--- src/rtl/seven_segment_scan_decoder.sv ---
// Receive side of a multiplexed seven-segment bus: synchronizes the active-low
// digit/segment lines, decodes captured digits and publishes stable 4-digit frames.
module seven_segment_scan_decoder #(
  parameter int          STABLE_SCANS = 2,
  parameter int          SETTLE       = 4,
  parameter logic [15:0] TIMEOUT      = 16'hFFFF
) (
  input  logic        clk,
  input  logic        rst,
  input  logic [3:0]  digit_in,
  input  logic [6:0]  display_in,
  output logic [15:0] values,
  output logic        updated,
  output logic        frame_valid,
  output logic        illegal_digit,
  output logic        bad_pattern,
  output logic        scan_lost
);

  localparam int CW = (SETTLE > 1) ? $clog2(SETTLE) : 1;
  localparam int SW = $clog2(STABLE_SCANS + 1);
  localparam logic [CW-1:0] SETTLE_M1 = CW'(SETTLE - 1);
  localparam logic [SW-1:0] SS_MAX    = SW'(STABLE_SCANS);

  logic [10:0]   sync1_q, sync2_q, prev_q;
  logic [CW-1:0] cnt_q, cnt_d;
  logic          armed_q, armed_d;
  logic [3:0]    seen_q, seen_d;
  logic [15:0]   frame_q, frame_d;
  logic [15:0]   cand_q, cand_d;
  logic [SW-1:0] stable_q, stable_d;
  logic [15:0]   values_q, values_d;
  logic [15:0]   wd_q, wd_d;
  logic          updated_q, frame_valid_q, illegal_q, bad_q;

  logic       same, settle_hit, legal, cap_legal, cap_illegal, seg_bad;
  logic       frame_done, publish;
  logic [1:0] pos;
  logic [3:0] code;

  // Segment patterns are active-low, bit order GFEDCBA.
  always_comb begin
    seg_bad = 1'b0;
    case (sync2_q[6:0])
      7'b1000000: code = 4'd0;
      7'b1111001: code = 4'd1;
      7'b0100100: code = 4'd2;
      7'b0110000: code = 4'd3;
      7'b0011001: code = 4'd4;
      7'b0010010: code = 4'd5;
      7'b0000010: code = 4'd6;
      7'b1111000: code = 4'd7;
      7'b0000000: code = 4'd8;
      7'b0010000: code = 4'd9;
      7'b0111111: code = 4'd10;
      7'b1111111: code = 4'd15;
      default: begin
        code    = 4'd14;
        seg_bad = 1'b1;
      end
    endcase
  end

  always_comb begin
    legal = 1'b1;
    pos   = 2'd0;
    case (sync2_q[10:7])
      4'b1110: pos = 2'd0;
      4'b1101: pos = 2'd1;
      4'b1011: pos = 2'd2;
      4'b0111: pos = 2'd3;
      default: legal = 1'b0;
    endcase
  end

  // One capture per dwell: armed by any change, disarmed by the capture itself.
  always_comb begin
    same        = (sync2_q == prev_q);
    settle_hit  = armed_q && same && (cnt_q == SETTLE_M1);
    cap_legal   = settle_hit && legal;
    cap_illegal = settle_hit && !legal;
    if (!same)                    cnt_d = '0;
    else if (cnt_q == SETTLE_M1)  cnt_d = cnt_q;
    else                          cnt_d = cnt_q + 1'b1;
    if (!same)           armed_d = 1'b1;
    else if (settle_hit) armed_d = 1'b0;
    else                 armed_d = armed_q;
  end

  always_comb begin
    frame_done = (seen_q == 4'b1111);
    seen_d     = frame_done ? 4'b0000 : seen_q;
    frame_d    = frame_q;
    if (cap_legal) begin
      seen_d[pos]              = 1'b1;
      frame_d[{pos, 2'b00} +: 4] = code;
    end
  end

  // Publish only on the scan where the count first reaches the threshold.
  always_comb begin
    cand_d   = cand_q;
    stable_d = stable_q;
    publish  = 1'b0;
    if (frame_done) begin
      if (frame_q == cand_q) begin
        stable_d = (stable_q == SS_MAX) ? SS_MAX : stable_q + 1'b1;
      end else begin
        cand_d   = frame_q;
        stable_d = SW'(1);
      end
      publish = (stable_d == SS_MAX) &&
                ((stable_q != SS_MAX) || (frame_q != cand_q)) &&
                (cand_d != values_q);
    end
    values_d = publish ? cand_d : values_q;
  end

  always_comb begin
    if (cap_legal)         wd_d = TIMEOUT;
    else if (wd_q != 16'd0) wd_d = wd_q - 16'd1;
    else                   wd_d = wd_q;
  end

  always_ff @(posedge clk) begin
    if (rst) begin
      sync1_q       <= 11'h7FF;
      sync2_q       <= 11'h7FF;
      prev_q        <= 11'h7FF;
      cnt_q         <= '0;
      armed_q       <= 1'b0;
      seen_q        <= 4'b0000;
      frame_q       <= 16'hFFFF;
      cand_q        <= 16'hFFFF;
      stable_q      <= '0;
      values_q      <= 16'hFFFF;
      wd_q          <= TIMEOUT;
      updated_q     <= 1'b0;
      frame_valid_q <= 1'b0;
      illegal_q     <= 1'b0;
      bad_q         <= 1'b0;
    end else begin
      sync1_q       <= {digit_in, display_in};
      sync2_q       <= sync1_q;
      prev_q        <= sync2_q;
      cnt_q         <= cnt_d;
      armed_q       <= armed_d;
      seen_q        <= seen_d;
      frame_q       <= frame_d;
      cand_q        <= cand_d;
      stable_q      <= stable_d;
      values_q      <= values_d;
      wd_q          <= wd_d;
      updated_q     <= publish;
      frame_valid_q <= frame_done;
      illegal_q     <= cap_illegal;
      bad_q         <= cap_legal && seg_bad;
    end
  end

  assign values        = values_q;
  assign updated       = updated_q;
  assign frame_valid   = frame_valid_q;
  assign illegal_digit = illegal_q;
  assign bad_pattern   = bad_q;
  assign scan_lost     = (wd_q == 16'd0);

endmodule

--- config.mk ---
export PLATFORM = sky130hd
export DESIGN_NAME = seven_segment_scan_decoder
export DESIGN_NICKNAME = d
export VERILOG_FILES = /design/src/rtl/seven_segment_scan_decoder.sv
export SDC_FILE = /design/constraint.sdc
export NUM_CORES = 1
export LEC_CHECK = 0
export ABC_AREA = 1
export BUFFER_PORTS_ARGS = -buffer_cell sky130_fd_sc_hd__buf_2
export CAP_MARGIN = 20
export CORE_ASPECT_RATIO = 0.7
export CORE_UTILIZATION = 45
export DETAILED_ROUTE_END_ITERATION = 8
export SLEW_MARGIN = 10
export SYNTH_ARGS = -nofsm -noshare
export SYNTH_HDL_FRONTEND = slang
export SYNTH_SLANG_ARGS = --single-unit
export TNS_END_PERCENT = 50
--- constraint.sdc ---
create_clock -name clk -period 2.24 [get_ports clk]
set_clock_uncertainty 0.15 [all_clocks]
set_input_delay 0.112 -clock clk [delete_from_list [all_inputs] [get_ports clk]]
set_output_delay 0.112 -clock clk [all_outputs]
set_load 0.03 [all_outputs]
* Word level (Yosys, flattened, before mapping)
Cells that the tools add are included.
Storage, ports and cells: memory bits (read-only) 0, bits in latches 0, output and inout bits 21, word-level logic and storage cells 85, bits in registers 110, input port bits 13, memories kept 0, bits in writable memories 0
Operators by class: add/sub/neg operators 4, multiply operators 0, magnitude comparators 2, eq/ne operators 25, bitwise operators 2, reductions and logical operators 17, shifts and indexed selects 2, div/mod/pow operators 0, multiplexer cells 18
Operators with widths (number):
- $mux W16 | 3
- $pmux W4 S12 | 1
- $ne A16 B16 Y1 | 2
- $eq A7 B7 Y1 const B | 4
- $eq A7 B5 Y1 const B | 3
- $eq A7 B6 Y1 const B | 3
- $bwmux W16 | 1
- $eq A16 B16 Y1 | 1
- $eq A4 B4 Y1 const B | 4
- $logic_not A16 Y1 | 1
- $reduce_bool A16 Y1 | 1
- $shift A4 B6 Y16 const A | 1
- $shiftx A4 B6 Y16 | 1
- $sub A16 B1 Y16 const B | 1
- $reduce_or A12 Y1 | 1
- $eq A11 B11 Y1 | 1
- $logic_and A1 B1 Y1 | 8
- $mux W4 | 2
- $eq A7 B2 Y1 const B | 1
- $logic_not A7 Y1 | 1
- $eq A2 B2 Y1 const B | 3
- $mux W1 | 6
- $mux W2 | 3
- $neg A4 Y6 | 1
- other kinds (14) | 16

* Longest topological paths before layout
depth after elaboration 8, gate-level depth with buffers 12, depth with buffers taken out 11

* Worst setup path after synthesis
Ideal clock, no wire load.
path type register to register, start reg wd_q[0], end reg wd_q[1], library setup time 162 ps, clock period less this slack 2170 ps, cell stages (with the launch flop) 8, buffers on the path 0, setup slack 70 ps, arrival 1858 ps, data required time 1928 ps, path through dfxtp_1 inv_1 ha_1 inv_1 nor2_1 nand3b_1 nor3_1 o2111ai_1
Between the ends: cells in the longest elaborated chain, start to end 1, elaborated cells on any way between the ends 2, those cells by class 1 x add/sub; 1 x reduce/logical
Ends and longest elaborated chain:
- start: declaration | line 33 | logic [15:0] wd_q, wd_d;
- start signal: assignment | line 153 | wd_q <= wd_d;
- $sub A16 B1 Y16 / $reduce_bool A16 Y1 (equally long branches) | line 121 | else if (wd_q != 16'd0) wd_d = wd_q - 16'd1;
Parallel ways exist; a longest one is shown, timed or not. A chain may end at the register's enable or synchronous reset.

* Worst setup path in the final report
start reg wd_q[0], end out scan_lost
Between the ends: cells in the longest elaborated chain, start to end 1
Ends and longest elaborated chain:
- $logic_not A16 Y1 | line 166 | assign scan_lost = (wd_q == 16'd0);
- end: declaration | line 17 | output logic scan_lost
Every way passes these cells.

==> results.yml <==
route:
  vias_per_cell: 4.815
  drt_iter0_markers: 160
  drtPass1Iterations: 4
  wl_mm: 11.06
  antenna_left: 0
  drc: 0
  dr_total_vias: 4406
  detail_route.wl_per_cell_um: 12.09
sta:
  max_freq_ghz: 0.4816
  timing.final.crit_share_pct: 92.70
  rsz0062_at_grt: "false"
  min_period_ns: 2.077
  worst_hold_slack_ns: 0.1927
  worst_pin_slew_ns: 0.6731
  hold_violations: 0
  setup_viol: 0
  finalMaxSlewViolations: 0
  fin_setup_tns_ns: 0
  slew_headroom_pct: 54.85
clock_tree:
  clockBufferDepth: 2
  cts.sinks: 110
  cts_made_buffers: 9
  clkLatencyLatePin_ns: 0.35
  clk_pin_slew_ns: 0.07
  htree_levels: 3
  tritoncts: "done"
  clockRootBuffer: "clkbuf_16"
worst_setup_path:
  r2r_start: "wd_q[0]"
  crit_slowest_cell: "dfxtp_1"
  arrival_ns: 1.81
  critPathLaunch: "wd_q[0]"
  regToRegSetupSlack_ns: 0.22
  critPathKind: "flop to output port"
  required_ns: 1.98
  start_kind: "flop"
  crit_top_cell: "inv_1"
  path_delay_family: "simple AND/OR/NAND/NOR gates"
  critPathMaxFanout: 4
  cp-end-kind: "output port"
  critPathBufInv: 3
  worst_path_largest_cell_delay_ns: 0.33
  worstPathCellList: "inv_1, ha_1, inv_1, nor2_2, nand3b_1, nor3_4, clkbuf_4"
worst_hold_path:
  hold_class: "input pin to flop"
  hp-start: "rst"
global_route:
  grt_pass1_vias: 4195
  antenna_found_initial: 0
  grt_pass1_wl_mm: 19.16
  grt_max_degree: 57
  grt_overflow: 0
  track_usage_pct: 20.43
yosys:
  async_reset_ff_share_pct: 0
  synth_area_per_cell_um2: 7.268
  synth_seq_cells: 110
  synth_warnings: 0
  syn-instance-count: 712
  yosysUniqueCellTypes: 34
  yosysSeqAreaShare_pct: 42.55
  syn_area_mm2: 0.005175
  syn_nets: 736
  synthFlopType: "dfxtp_1"
  synth_edf_count: 0
layout:
  antenna_cells: 0
  area_growth_pct: 15.11
  nets: 781
  drive_gt1_share_pct: 15.75
  final_util_pct: 53.71
die:
  fp.dieW_um: 130.2
  die_area_mm2: 0.01194
  num_io_pins: 34
  start_util_pct: 46.66
  core_mm2: 0.01109
  die_h_um: 91.72
  rows: 32
place:
  port_buffers: 33
  dp_hpwl_mm: 8.020
  gp_congestion: 0.8648
run:
  drv_cap: 0
pwr:
  vdd_drop_max_mv: 0.3750
  report.power.total_mw: 3.860
  p_leak_nw: 3.035
  power_density_mw_per_mm2: 648.0
status:
  status: "finished, final reports clean"
[sequential cells by signal, summed over array words and instances (netlist names), 2 cells and up]
signal    cells
cand_q       16
frame_q      16
values       16
wd_q         16
prev_q       11
sync1_q      11
sync2_q      11
seen_q        4
cnt_q         2
stable_q      2
[path summary, 6_finish.rpt]
path	depth (start not counted)	endpoint
max reg2reg	9	wd_q[3]
min reg2reg	1	sync2_q[7]
max	7	scan_lost
min	3	frame_valid
[synthesized netlist by cell type, types with 3 or more instances]
| master | instances | area [um2] |
|---|---|---|
| nand2_1 | 199 | 747.0 |
| a21oi_1 | 19 | 95.09 |
| inv_1 | 67 | 251.5 |
| clkbuf_1 | 16 | 60.06 |
| nand3_1 | 48 | 240.2 |
| inv_2 | 9 | 33.78 |
| dfxtp_1 | 110 | 2202 |
| xor2_1 | 29 | 254.0 |
| o21ai_0 | 29 | 145.1 |
| ha_1 | 11 | 137.6 |
| nor2_1 | 69 | 259.0 |
| nor3_1 | 11 | 55.05 |
| nand3b_1 | 3 | 22.52 |
| xnor2_1 | 6 | 52.55 |
| or2_2 | 38 | 237.7 |
| nand4_1 | 26 | 162.7 |
[worst reg2reg max path, cell delays in order (launching register included)]
cell	delay [ns]
dfxtp_1	0.33
inv_1	0.12
ha_1	0.18
inv_1	0.08
nor2_2	0.18
inv_1	0.08
nor2_1	0.16
nand2_1	0.33
nand4_1	0.18
nand4_1	0.10
[cells in the final DEF (no fill, tap or decap), types with 2 or more instances in the layout]
| cell type | synthesis | final |
|---|---|---|
| nand2_1 | 199 | 199 |
| dfxtp_1 | 110 | 110 |
| nor2_1 | 69 | 67 |
| inv_1 | 67 | 66 |
| nand3_1 | 48 | 48 |
| or2_2 | 38 | 38 |
| buf_2 | 1 | 32 |
| xor2_1 | 29 | 29 |
| o21ai_0 | 29 | 29 |
| nand4_1 | 26 | 26 |
| a21oi_1 | 19 | 19 |
| ha_1 | 11 | 11 |
| dlygate4sd3_1 | 0 | 11 |
| buf_4 | 1 | 11 |
| nor3_1 | 11 | 10 |
| inv_2 | 9 | 9 |
| clkbuf_16 | 0 | 9 |
| xnor2_1 | 6 | 6 |
| nand3b_1 | 3 | 3 |
| nor2_2 | 1 | 3 |
| nor4_1 | 2 | 2 |
| nor3_4 | 1 | 2 |
| clkinvlp_4 | 0 | 2 |
| nand3_4 | 2 | 2 |
| nor2_4 | 2 | 2 |
| clkinv_2 | 0 | 2 |
| clkbuf_8 | 0 | 2 |
[routing by layer]
metal	vias to the layer above	track usage (%)	wire, um
met2	69	32.62	4977
met5	-	0	0
met3	8	4.784	369
li1	2341	-	-
met4	0	5.620	83
met1	1988	27.38	5627
[cells by family (layout without fill, tap and decap cells)]
| group | Yosys count | in the layout | synth area share [%] |
|---|---|---|---|
| multiplexers | 1 | 1 | 0.1934 |
| flip-flops | 110 | 110 | 42.55 |
| XOR/XNOR | 35 | 35 | 5.924 |
| buffers and inverters | 98 | 148 | 7.495 |
| AO/OA/AOI/OAI | 52 | 52 | 5.416 |
| AND/OR/NAND/NOR | 405 | 405 | 35.76 |
| adder cells (fa/ha/maj) | 11 | 11 | 2.660 |
[stage by stage]
| stage | std cells | cell area, um2 | setup slack [ns] |
|---|---|---|---|
| after global placement | 886 | 5500 | 0.2062 |
| after detailed placement | 886 | 5500 | 0.1354 |
| final | 915 | 5957 | 0.1635 |
| after floorplan | 712 | 5175 | 0.07038 |
| after global routing | 915 | 5957 | 0.002138 |
| after CTS | 913 | 5924 | 0.07939 |
[area by class of cell]
| cell class | count | area, um2 |
|---|---|---|
| clock buffers | 11 | 252.7 |
| clock inverters | 5 | 56.30 |
| fillers | 1045 | 5134 |
| inverters | 77 | 292.8 |
| multi-input cells | 504 | 2601 |
| flip-flops and latches | 110 | 2202 |
| well taps | 153 | 191.4 |
| repair buffers | 55 | 360.3 |
[power by group]
group / leakage (nW) / internal [mW] / switching (mW)
logic: 1.99 / 0.0807 / 0.136
registers: 0.896 / 1.99 / 0.0195
clock network: 0.152 / 0.928 / 0.710
[what timing repair did]
action | 4_1_cts | 5_1_grt
hold buffers | 11 | 0
endpoints found under the setup margin | 1 | 8
buffers inserted | 0 | 2
endpoints found under the hold margin | 11 | 0
resized for setup | 1 | 5
pin swaps | 0 | 1
Power figures use the tool's default switching activity.
